## src/rtl/muldiv_pkg.sv

```systemverilog
// Shared types and constants for the sequential RV32M multiply/divide unit.
// Divider datapath is built only when MULDIV_DIV_EN is defined.
package muldiv_pkg;

   typedef enum logic [1:0] {
      IDLE,
      CALC,
      FIX,
      DONE
   } state_t;

   localparam logic [2:0] OP_MUL    = 3'b000;
   localparam logic [2:0] OP_MULH   = 3'b001;
   localparam logic [2:0] OP_MULHSU = 3'b010;
   localparam logic [2:0] OP_MULHU  = 3'b011;
   localparam logic [2:0] OP_DIV    = 3'b100;
   localparam logic [2:0] OP_DIVU   = 3'b101;
   localparam logic [2:0] OP_REM    = 3'b110;
   localparam logic [2:0] OP_REMU   = 3'b111;

   localparam int ITERS = 32;

   // {rs1 signed, rs2 signed}
   function automatic logic [1:0] op_sign(input logic [2:0] f);
      logic [1:0] s;
      s = 2'b00;
      unique case (f)
         OP_MUL, OP_MULH, OP_DIV, OP_REM: s = 2'b11;
         OP_MULHSU:                       s = 2'b10;
         OP_MULHU, OP_DIVU, OP_REMU:      s = 2'b00;
         default:                         s = 2'b00;
      endcase
      return s;
   endfunction

endpackage

```

## src/rtl/muldiv_step.sv

```systemverilog
// One radix-2 iteration: shift-add multiply or restoring shift-subtract divide.
// The divide path exists only when MULDIV_DIV_EN is defined.
module muldiv_step
   import muldiv_pkg::*;
#(
   parameter int W = 32
) (
`ifdef MULDIV_DIV_EN
   input  logic         is_div,
`endif
   input  logic [W-1:0] hi,
   input  logic [W-1:0] lo,
   input  logic [W-1:0] b,
   output logic [W-1:0] hi_nxt,
   output logic [W-1:0] lo_nxt
);

   logic [W:0] sum;
`ifdef MULDIV_DIV_EN
   logic [W:0]   sh;
   logic [W-1:0] sub;
   logic         ge;
`endif

   always_comb begin
      sum    = {1'b0, hi} + (lo[0] ? {1'b0, b} : '0);
      hi_nxt = sum[W:1];
      lo_nxt = {sum[0], lo[W-1:1]};
`ifdef MULDIV_DIV_EN
      // remainder is always below the divisor, so W bits hold the difference
      sh  = {hi, lo[W-1]};
      ge  = sh >= {1'b0, b};
      sub = sh[W-1:0] - b;
      if (is_div) begin
         hi_nxt = ge ? sub : sh[W-1:0];
         lo_nxt = {lo[W-2:0], ge};
      end
`endif
   end

endmodule

```

## src/rtl/muldiv_seq.sv

```systemverilog
// Sequential RV32M multiply/divide unit, 32 iterations plus sign fix-up.
// Define MULDIV_DIV_EN to build the divider; otherwise divides return 0.
module muldiv_seq
   import muldiv_pkg::*;
#(
   parameter int DATA_WIDTH = 32
) (
   input  logic                  clk,
   input  logic                  reset,
   input  logic                  req_valid,
   output logic                  req_ready,
   input  logic [2:0]            funct3,
   input  logic [DATA_WIDTH-1:0] SrcA,
   input  logic [DATA_WIDTH-1:0] SrcB,
   input  logic                  flush,
   output logic                  resp_valid,
   output logic [DATA_WIDTH-1:0] Result
);

   localparam int W = DATA_WIDTH;
   localparam logic [W-1:0] MIN = {1'b1, {(W-1){1'b0}}};
   localparam logic [4:0] LAST = 5'(ITERS - 1);

   state_t state, state_nxt;

   logic [2:0]     op;
   logic [W-1:0]   opb, hi, lo;
   logic [W-1:0]   hi_nxt, lo_nxt;
   logic [4:0]     cnt;
   logic           neg;

   logic [1:0]     sg;
   logic           sa, sb, neg_in;
   logic [W-1:0]   amag, bmag;
   logic           bypass, accept;
   logic [W-1:0]   byp_res;

   logic [2*W-1:0] prod, prod_s;
   logic [W-1:0]   mul_res, div_res, fix_res;

   assign req_ready  = (state == IDLE);
   assign resp_valid = (state == DONE);
   assign accept     = req_valid && req_ready && !flush;

   always_comb begin
      sg      = op_sign(funct3);
      sa      = sg[1] & SrcA[W-1];
      sb      = sg[0] & SrcB[W-1];
      amag    = sa ? -SrcA : SrcA;
      bmag    = sb ? -SrcB : SrcB;
      // remainder follows the dividend, everything else follows signA^signB
      neg_in  = (funct3[2] & funct3[1]) ? sa : (sa ^ sb);
      bypass  = 1'b0;
      byp_res = '0;
`ifdef MULDIV_DIV_EN
      if (funct3[2] && SrcB == '0) begin
         bypass  = 1'b1;
         byp_res = funct3[1] ? SrcA : '1;
      end else if (funct3[2] && !funct3[0] &&
                   SrcA == MIN && SrcB == '1) begin
         bypass  = 1'b1;
         byp_res = funct3[1] ? '0 : MIN;
      end
`else
      bypass  = funct3[2];
`endif
   end

   always_comb begin
      state_nxt = state;
      unique case (state)
         IDLE: if (accept) state_nxt = bypass ? DONE : CALC;
         CALC: if (cnt == LAST) state_nxt = FIX;
         FIX:  state_nxt = DONE;
         DONE: state_nxt = IDLE;
         default: state_nxt = IDLE;
      endcase
      if (flush) state_nxt = IDLE;
   end

   always_ff @(posedge clk) begin
      if (reset) state <= IDLE;
      else       state <= state_nxt;
   end

   muldiv_step #(.W(W)) u_step (
`ifdef MULDIV_DIV_EN
      .is_div (op[2]),
`endif
      .hi     (hi),
      .lo     (lo),
      .b      (opb),
      .hi_nxt (hi_nxt),
      .lo_nxt (lo_nxt)
   );

   always_comb begin
      prod    = {hi, lo};
      prod_s  = neg ? -prod : prod;
      mul_res = (op[1:0] == 2'b00) ? prod_s[W-1:0] : prod_s[2*W-1:W];
`ifdef MULDIV_DIV_EN
      if (op[1]) div_res = neg ? -hi : hi;
      else       div_res = neg ? -lo : lo;
`else
      div_res = '0;
`endif
      fix_res = op[2] ? div_res : mul_res;
   end

   always_ff @(posedge clk) begin
      if (reset) begin
         op     <= '0;
         opb    <= '0;
         hi     <= '0;
         lo     <= '0;
         cnt    <= '0;
         neg    <= 1'b0;
         Result <= '0;
      end else if (accept) begin
         op  <= funct3;
         opb <= bmag;
         hi  <= '0;
         lo  <= amag;
         cnt <= '0;
         neg <= neg_in;
         if (bypass) Result <= byp_res;
      end else if (state == CALC && !flush) begin
         hi  <= hi_nxt;
         lo  <= lo_nxt;
         cnt <= cnt + 5'd1;
      end else if (state == FIX && !flush) begin
         Result <= fix_res;
      end
   end

endmodule

```

## config.mk

```make
export PLATFORM = sky130hd
export DESIGN_NAME = muldiv_seq
export DESIGN_NICKNAME = d
export VERILOG_FILES = /design/src/rtl/muldiv_pkg.sv /design/src/rtl/muldiv_step.sv /design/src/rtl/muldiv_seq.sv
export SDC_FILE = /design/constraint.sdc
export NUM_CORES = 1
export LEC_CHECK = 0
export ABC_CLOCK_PERIOD_IN_PS = 3250
export CORE_MARGIN = 2
export CORE_UTILIZATION = 43
export CTS_CLUSTER_SIZE = 25
export DETAILED_ROUTE_END_ITERATION = 10
export PLACE_DENSITY = 0.77
export SYNTH_ARGS = -nofsm -noshare
export SYNTH_HDL_FRONTEND = slang
export SYNTH_SLANG_ARGS = --single-unit
export TNS_END_PERCENT = 20
```

## constraint.sdc

```tcl
create_clock -name clk -period 3.25 [get_ports clk]
set_input_delay 0.4875 -clock clk [delete_from_list [all_inputs] [get_ports clk]]
set_output_delay 0.4875 -clock clk [all_outputs]
set_load 0.005 [all_outputs]
```

Word-level counts from Yosys, hierarchy flattened
Memories as Yosys holds them, arrays and structs flattened.
Cells that the tools add are included.
{ "totals": {"mem_count": 1, "output_inout_bits": 34, "latchBits": 0, "regBits": 139, "in_bits": 71, "romBits": 16, "elab_cells": 56, "mem_bits_rw": 0} }
{ "op_classes": {"addsub": 5, "n_mux": 17, "n_reduce_logical": 13, "n_lt_le_gt_ge": 0, "n_eq_ne": 8, "n_mul": 0, "n_div": 0, "bitwise_logic": 4, "n_shift": 0} }
{ "memory_table": {"columns": ["memory", "words", "width", "rd", "rd_clocked_by_memory_dff", "write_ports", "line", "text"], "rows": [
  ["(name not given)", 8, 2, 1, 0, 0, "muldiv_pkg.sv:27", "unique case (f)"]
]} }
{ "op_table": {"columns": ["op", "n"], "rows": [
  ["32-bit two-way mux", 11],
  ["64-bit two-way mux", 1],
  ["32-bit negator", 2],
  ["64-bit negator", 1],
  ["32-bit by 33-bit adder with 33-bit output", 1],
  ["2-bit case mux with 4 select lines", 1],
  ["2-bit two-way mux", 3],
  ["2-bit != test, second input constant", 3],
  ["5-bit by 1-bit adder with 5-bit output, second input constant", 1],
  ["5-bit equality test, second input constant", 1],
  ["2-bit equality test, second input constant", 2],
  ["1-bit logical AND", 4],
  ["2-bit logical NOT", 2],
  ["2-bit nonzero test", 2],
  ["2-bit OR reduction", 2],
  ["1-bit AND", 3],
  ["3-bit AND reduction", 1],
  ["2-bit by 1-bit equality test with 1-bit output, second input constant", 1],
  ["2-bit by 1-bit != test with 1-bit output, second input constant", 1],
  ["2-bit AND reduction", 1],
  ["1-bit logical NOT", 1],
  ["1-bit two-way mux", 1],
  ["1-bit XOR", 1]
]} }

Depth between registers and ports, before layout
{ "logic_depth": {"word_depth": 7, "ltp_mapped": 13, "depth_no_buf": 11} }

Modules after synthesis
Synthesis repeated with hierarchy kept, for this count alone.
{ "unflattened": {"hier_cells": 1359, "hier_area_um2": 10516.3} }
{ "modules_own_cells": {"columns": ["module", "instances", "seq_area_each_um2", "area_per_inst_um2", "cells_per_inst"], "rows": [
  ["muldiv_seq", 1, 2782.7, 8329.2, 1064],
  ["muldiv_step", 1, 0.0, 2187.1, 295]
]} }

Least setup slack after synthesis
Ideal clock, no wire load.
{ "synth_timing": {"kind": "reg-to-reg", "startpoint": "register lo[0]", "endpoint": "register hi[31]", "path_slack_ns": -0.080, "path_buffers": 2, "required_ns": 3.116, "arrival_ns": 3.197, "period_less_slack_ns": 3.330, "setup_ns": 0.134, "stages_incl_launch_ff": 14, "cell_sequence": "dfxtp_1 > clkbuf_1 > clkbuf_1 > and2_1 > ha_1 > fa_1 > a211oi_1 > o21bai_1 > o22a_1 > o211ai_1 > o2111ai_1 > a31o_2 > a2111oi_0 > nor4_1"} }
{ "synth_via": {"elab_chain_len": 2} }
{ "synth_rtl": {"columns": ["element", "line", "text"], "rows": [
  ["from (decl)", "muldiv_seq.sv:27", "logic [W-1:0] opb, hi, lo;"],
  ["from (signal assigned)", "muldiv_seq.sv:123", "lo <= amag;"],
  ["from (signal assigned)", "muldiv_seq.sv:129", "lo <= lo_nxt;"],
  ["32-bit two-way mux", "muldiv_step.sv:26", "sum = {1'b0, hi} + (lo[0] ? {1'b0, b} : '0);"],
  ["32-bit by 33-bit adder with 33-bit output", "muldiv_step.sv:26", null],
  ["to (signal assigned)", "muldiv_seq.sv:128", "hi <= hi_nxt;"],
  ["to (decl)", "muldiv_seq.sv:27", null]
]} }
Every way passes these cells.
A chain may end at the register's enable or synchronous reset.

Worst setup path in the final report
Same ends and word-level chain as after synthesis.

==> impl_metrics.prom <==
# TYPE chip_impl_metric gauge
chip_impl_info{name="hold_path_class",value="reg2reg"} 1
chip_impl_metric{name="grt_pass1_wl",unit="mm"} 45.4
chip_impl_metric{name="final_antenna_net_count",unit=""} 0
chip_impl_metric{name="slowest_stage_delay_on_critical_path",unit="ns"} 0.40
chip_impl_metric{name="final_util",unit="%"} 52.5
chip_impl_metric{name="die_x",unit="um"} 154
chip_impl_metric{name="postLayoutSetupSlackWorst",unit="ns"} 0.119
chip_impl_metric{name="post_drt_via_cell_ratio",unit=""} 6.00
chip_impl_metric{name="internal_power",unit="W"} 0.00318
chip_impl_info{name="critical_path.slowest_cell",value="sky130_fd_sc_hd__a2111oi_1"} 1
chip_impl_metric{name="proportion_of_synthesized_area_in_mux_cells",unit="%"} 0.514
chip_impl_metric{name="power.sequential.fraction",unit="%"} 39.7
chip_impl_metric{name="design.die.area",unit="mm^2"} 0.0238
chip_impl_metric{name="timing.final.crit_period",unit="ns"} 3.13
chip_impl_info{name="rr_startpoint",value="lo[0]"} 1
chip_impl_metric{name="worst-slew-pin-transition",unit="ns"} 0.662
chip_impl_metric{name="maxCapViolCount",unit=""} 0
chip_impl_info{name="crit_path_cell_trace",value="and2_1, ha_1, fa_2, a211oi_2, o21bai_1, o22a_1, o211ai_1, o2111ai_2, a31o_2, a2111oi_1, nor4_1"} 1
chip_impl_metric{name="synth-edff-count",unit=""} 0
chip_impl_info{name="worst-setup-path-type",value="reg2reg"} 1
chip_impl_metric{name="synth_largest_type_area_fraction",unit="%"} 28.6
chip_impl_metric{name="postRouteWirelength",unit="mm"} 27.9
chip_impl_metric{name="power.combinational.fraction",unit="%"} 19.1
chip_impl_info{name="dominantRegCellSynth",value="sky130_fd_sc_hd__dfxtp_1"} 1
chip_impl_metric{name="route.detailed.drc",unit=""} 0
chip_impl_metric{name="setup_total_negative_slack",unit="ns"} 0
chip_impl_metric{name="detailedPlacementHpwl",unit="mm"} 20.8
chip_impl_metric{name="num_antenna_cells",unit=""} 0
chip_impl_metric{name="timing_max_transition_violations_final",unit=""} 0
chip_impl_info{name="synth_top_area_cell",value="sky130_fd_sc_hd__dfxtp_1"} 1
chip_impl_metric{name="row_count",unit=""} 55
chip_impl_metric{name="post-route-period-util",unit="%"} 96.3
chip_impl_metric{name="syn_area",unit="mm^2"} 0.00973
chip_impl_metric{name="clk_sink_count",unit=""} 139
chip_impl_metric{name="timing.critical_path.arrival",unit="ns"} 3.42
chip_impl_info{name="tritoncts",value="done"} 1
chip_impl_metric{name="post_drt_wl_per_cell",unit="um"} 17.1
chip_impl_metric{name="nNetsFinal",unit=""} 1450
chip_impl_metric{name="coreArea",unit="mm^2"} 0.0224
chip_impl_metric{name="ff2ff_path_depth",unit=""} 11
chip_impl_info{name="cts_root_buffer_type",value="sky130_fd_sc_hd__clkbuf_16"} 1
chip_impl_metric{name="setup-violations-final",unit=""} 0
chip_impl_metric{name="max_slew_margin",unit="%"} 55.9
chip_impl_metric{name="synth_async_sr_flop_share",unit="%"} 0
chip_impl_metric{name="skew",unit="ns"} 0.00895
chip_impl_metric{name="placement.io_buffers",unit=""} 104
chip_impl_metric{name="clock_share_of_power",unit="%"} 41.2
chip_impl_info{name="netlist_top_cells_area",value="sky130_fd_sc_hd__dfxtp_1, sky130_fd_sc_hd__xor2_1, sky130_fd_sc_hd__ha_1"} 1
chip_impl_info{name="run_status",value="complete, no violations"} 1
chip_impl_metric{name="ys_ff_latch",unit=""} 139
chip_impl_metric{name="drt_first_pass_iters",unit=""} 7
chip_impl_metric{name="finalHoldViolCount",unit=""} 0
chip_impl_info{name="worst_setup_path_end_kind",value="flip-flop"} 1
chip_impl_metric{name="syn_nets",unit=""} 1360
chip_impl_metric{name="preCtsSetupSlack",unit="ns"} 0.0375
chip_impl_metric{name="drive_gt1_share",unit="%"} 9.11
chip_impl_metric{name="number_of_global_route_vias_before_repair",unit=""} 8898
chip_impl_metric{name="grtUsageTotal",unit="%"} 23.1
chip_impl_metric{name="static-leakage-power",unit="nW"} 4.55
chip_impl_metric{name="initial_utilization",unit="%"} 43.4
chip_impl_metric{name="setup.reg_to_reg.worst_slack",unit="ns"} 0.12
chip_impl_metric{name="layout-area-overhead-vs-synth",unit="%"} 21.0
chip_impl_metric{name="synthesis.yosys.warnings",unit=""} 0
chip_impl_metric{name="synth_compound_area_share",unit="%"} 25.6
chip_impl_metric{name="drtIter0Drc",unit=""} 946
chip_impl_metric{name="hold_slack",unit="ns"} 0.451
chip_impl_metric{name="cts_setup_buffers",unit=""} 0
chip_impl_info{name="synth_top_family_by_area",value="compound AO/OA/AOI/OAI gates"} 1
chip_impl_metric{name="netlist-cell-type-count",unit=""} 73
chip_impl_info{name="rr_endpoint",value="hi[31]"} 1
chip_impl_metric{name="yosysSeqAreaShare",unit="%"} 28.6
chip_impl_metric{name="finish.cell_count_without_fillers",unit=""} 1635
chip_impl_metric{name="path_max_fanout",unit=""} 3
chip_impl_metric{name="initial_antenna_violation_count",unit=""} 0
chip_impl_metric{name="yosys.area_share.simple",unit="%"} 24.2
chip_impl_metric{name="synth_xor_area_share",unit="%"} 11.1
chip_impl_metric{name="worst_ep_required_time",unit="ns"} 3.54
chip_impl_metric{name="grt.overflow.total",unit=""} 0
chip_impl_metric{name="synthesis.area_per_instance",unit="um^2"} 7.80
chip_impl_metric{name="htreeDepth",unit=""} 4
chip_impl_metric{name="power.share.switching",unit="%"} 31.7
chip_impl_info{name="timing.critical_path.from_type",value="flip-flop"} 1
chip_impl_metric{name="fmaxAchievable",unit="MHz"} 319
chip_impl_info{name="crit_end",value="hi[31]"} 1
chip_impl_metric{name="syn_inst",unit=""} 1247
chip_impl_metric{name="maximum_count_of_clock_buffers_along_a_single_path",unit=""} 2
chip_impl_metric{name="power_density",unit="mW/mm^2"} 395
chip_impl_metric{name="largest_net_degree_at_the_start_of_global_routing",unit=""} 56
chip_impl_metric{name="vias",unit=""} 9809
chip_impl_metric{name="clkTransAtPathRegs",unit="ns"} 0.07
chip_impl_metric{name="die_h",unit="um"} 154
chip_impl_metric{name="num_io_pins",unit=""} 105
chip_impl_metric{name="gp_congestion",unit=""} 0.910
chip_impl_info{name="timing.critical_path.from",value="lo[0]"} 1
chip_impl_metric{name="cts_buffers",unit=""} 17
chip_impl_metric{name="synth-adder-area-share",unit="%"} 5.48
chip_impl_metric{name="netSwitchingPower",unit="W"} 0.00147
chip_impl_metric{name="worstSkewPairLatency",unit="ns"} 0.44
chip_impl_metric{name="placedCellCount",unit=""} 1603
chip_impl_metric{name="vdd_drop_max",unit="V"} 0.000416
[worst min-delay path by stage]
stage                       start       to  slack [ns]  cells after the start
after floorplan           opb[24]  opb[24]        0.42                      2
final                     opb[24]  opb[24]        0.45                      2
after detailed placement  opb[24]  opb[24]        0.44                      2
after CTS                 opb[24]  opb[24]        0.45                      2
after global routing        op[2]    op[2]        0.48                      2
after global placement    opb[25]  opb[25]        0.43                      2
[cell usage in the layout, fill, tap and decap left out, types with 8 or more instances in the layout]
master | synthesis | layout
sky130_fd_sc_hd__o31ai_1 | 26 | 26
sky130_fd_sc_hd__clkbuf_16 | 0 | 17
sky130_fd_sc_hd__nand2b_1 | 11 | 11
sky130_fd_sc_hd__nand3b_1 | 8 | 8
sky130_fd_sc_hd__a31oi_1 | 11 | 11
sky130_fd_sc_hd__nand2_1 | 123 | 123
sky130_fd_sc_hd__or2_2 | 11 | 11
sky130_fd_sc_hd__or4_1 | 16 | 16
sky130_fd_sc_hd__nor2_1 | 132 | 130
sky130_fd_sc_hd__clkdlybuf4s50_1 | 0 | 103
sky130_fd_sc_hd__nand4_1 | 12 | 12
sky130_fd_sc_hd__o21ai_0 | 85 | 85
sky130_fd_sc_hd__ha_1 | 41 | 41
sky130_fd_sc_hd__nor3_1 | 25 | 25
sky130_fd_sc_hd__a211oi_1 | 27 | 25
sky130_fd_sc_hd__nor4_1 | 14 | 14
sky130_fd_sc_hd__nand3_1 | 26 | 26
sky130_fd_sc_hd__o41ai_1 | 13 | 13
sky130_fd_sc_hd__buf_4 | 4 | 51
sky130_fd_sc_hd__xnor2_1 | 55 | 55
sky130_fd_sc_hd__or3_1 | 28 | 28
sky130_fd_sc_hd__inv_1 | 19 | 19
sky130_fd_sc_hd__a21oi_1 | 74 | 73
sky130_fd_sc_hd__a222oi_1 | 34 | 34
sky130_fd_sc_hd__xor2_1 | 68 | 68
sky130_fd_sc_hd__o221ai_1 | 14 | 14
sky130_fd_sc_hd__and2_1 | 37 | 37
sky130_fd_sc_hd__dfxtp_1 | 139 | 138
sky130_fd_sc_hd__a21o_1 | 19 | 19
[critical path, delay by kind of cell, from the launching register on]
family	cells	cell delay, ns
compound gates	7	1.79
fa+ha+maj	2	0.60
simple gates	2	0.25
flops	1	0.35
[cells by family after synthesis]
family | Yosys count
and+or+nand+nor | 473
AOI/OAI and AO/OA | 361
DFF | 139
xor gates and xnor gates | 123
buffers and inverters | 104
adders and majority gates | 42
muxes | 5
[cell type report]
class	count	area [um^2]
multi-input combinational	1004	6550
tap	285	357
sequential	139	2780
timing repair buffer	156	1440
inverter	19	71.3
fill	2082	10700
clock inverter	15	145
clock buffer	17	425
[routing by layer]
| metal | vias to the layer above | part of all wire (%) | GRT usage (%) | wire, um |
|---|---|---|---|---|
| met4 | 0 | 2.0 | 7.45 | 560 |
| met5 | - | 0 | 0 | 0 |
| met1 | 4639 | 45 | 32.2 | 12700 |
| met3 | 29 | 6.4 | 3.47 | 1780 |
| met2 | 340 | 46 | 36.7 | 12900 |
| li1 | 4801 | - | - | - |
[flip-flops by register name, indices dropped and copies added, names as in the netlist]
signal  count
hi         32
Result     32
op          3
opb        32
lo         32
neg         1
cnt         5
state       2
[power groups by stage]
stage | Combinational, W | Sequential (W) | Clock, W
floorplan | 0.000603 | 0.00185 | 0
global placement | 0.000859 | 0.00188 | 0
detailed placement | 0.000877 | 0.00188 | 0
CTS | 0.000882 | 0.00184 | 0.00194
global route | 0.000977 | 0.00185 | 0.00200
finish | 0.000890 | 0.00184 | 0.00191
[cells in the mapped netlist (all sizes together) (5+ instances only)]
master	count
dfxtp	139
nor2	132
nand2	123
o21ai	86
a21oi	74
clkbuf	71
xor2	68
xnor2	55
ha	41
and2	37
a222oi	34
or3	31
a211oi	27
o31ai	27
nand3	26
nor3	25
or4	20
a21o	19
inv	19
nor4	15
buf	14
o221ai	14
o41ai	14
nand2b	12
nand4	12
or2	12
a31oi	11
nand3b	8
a311oi	7
and3	6
a22o	5
mux2i	5
nor3b	5
o211ai	5
[per-stage QoR]
| step | power [W] | cell area, um^2 |
|---|---|---|
| after floorplan | 0.00246 | 9730 |
| after detailed placement | 0.00276 | 11200 |
| after CTS | 0.00466 | 11800 |
| after global routing | 0.00483 | 11800 |
| final | 0.00465 | 11800 |
| after global placement | 0.00274 | 11200 |
[repair_timing]
item	in CTS	in global routing
setup endpoints to repair	0	3
resized for setup	0	6
hold buffers	0	0
Note: power is estimated with default switching activity, not from simulation.
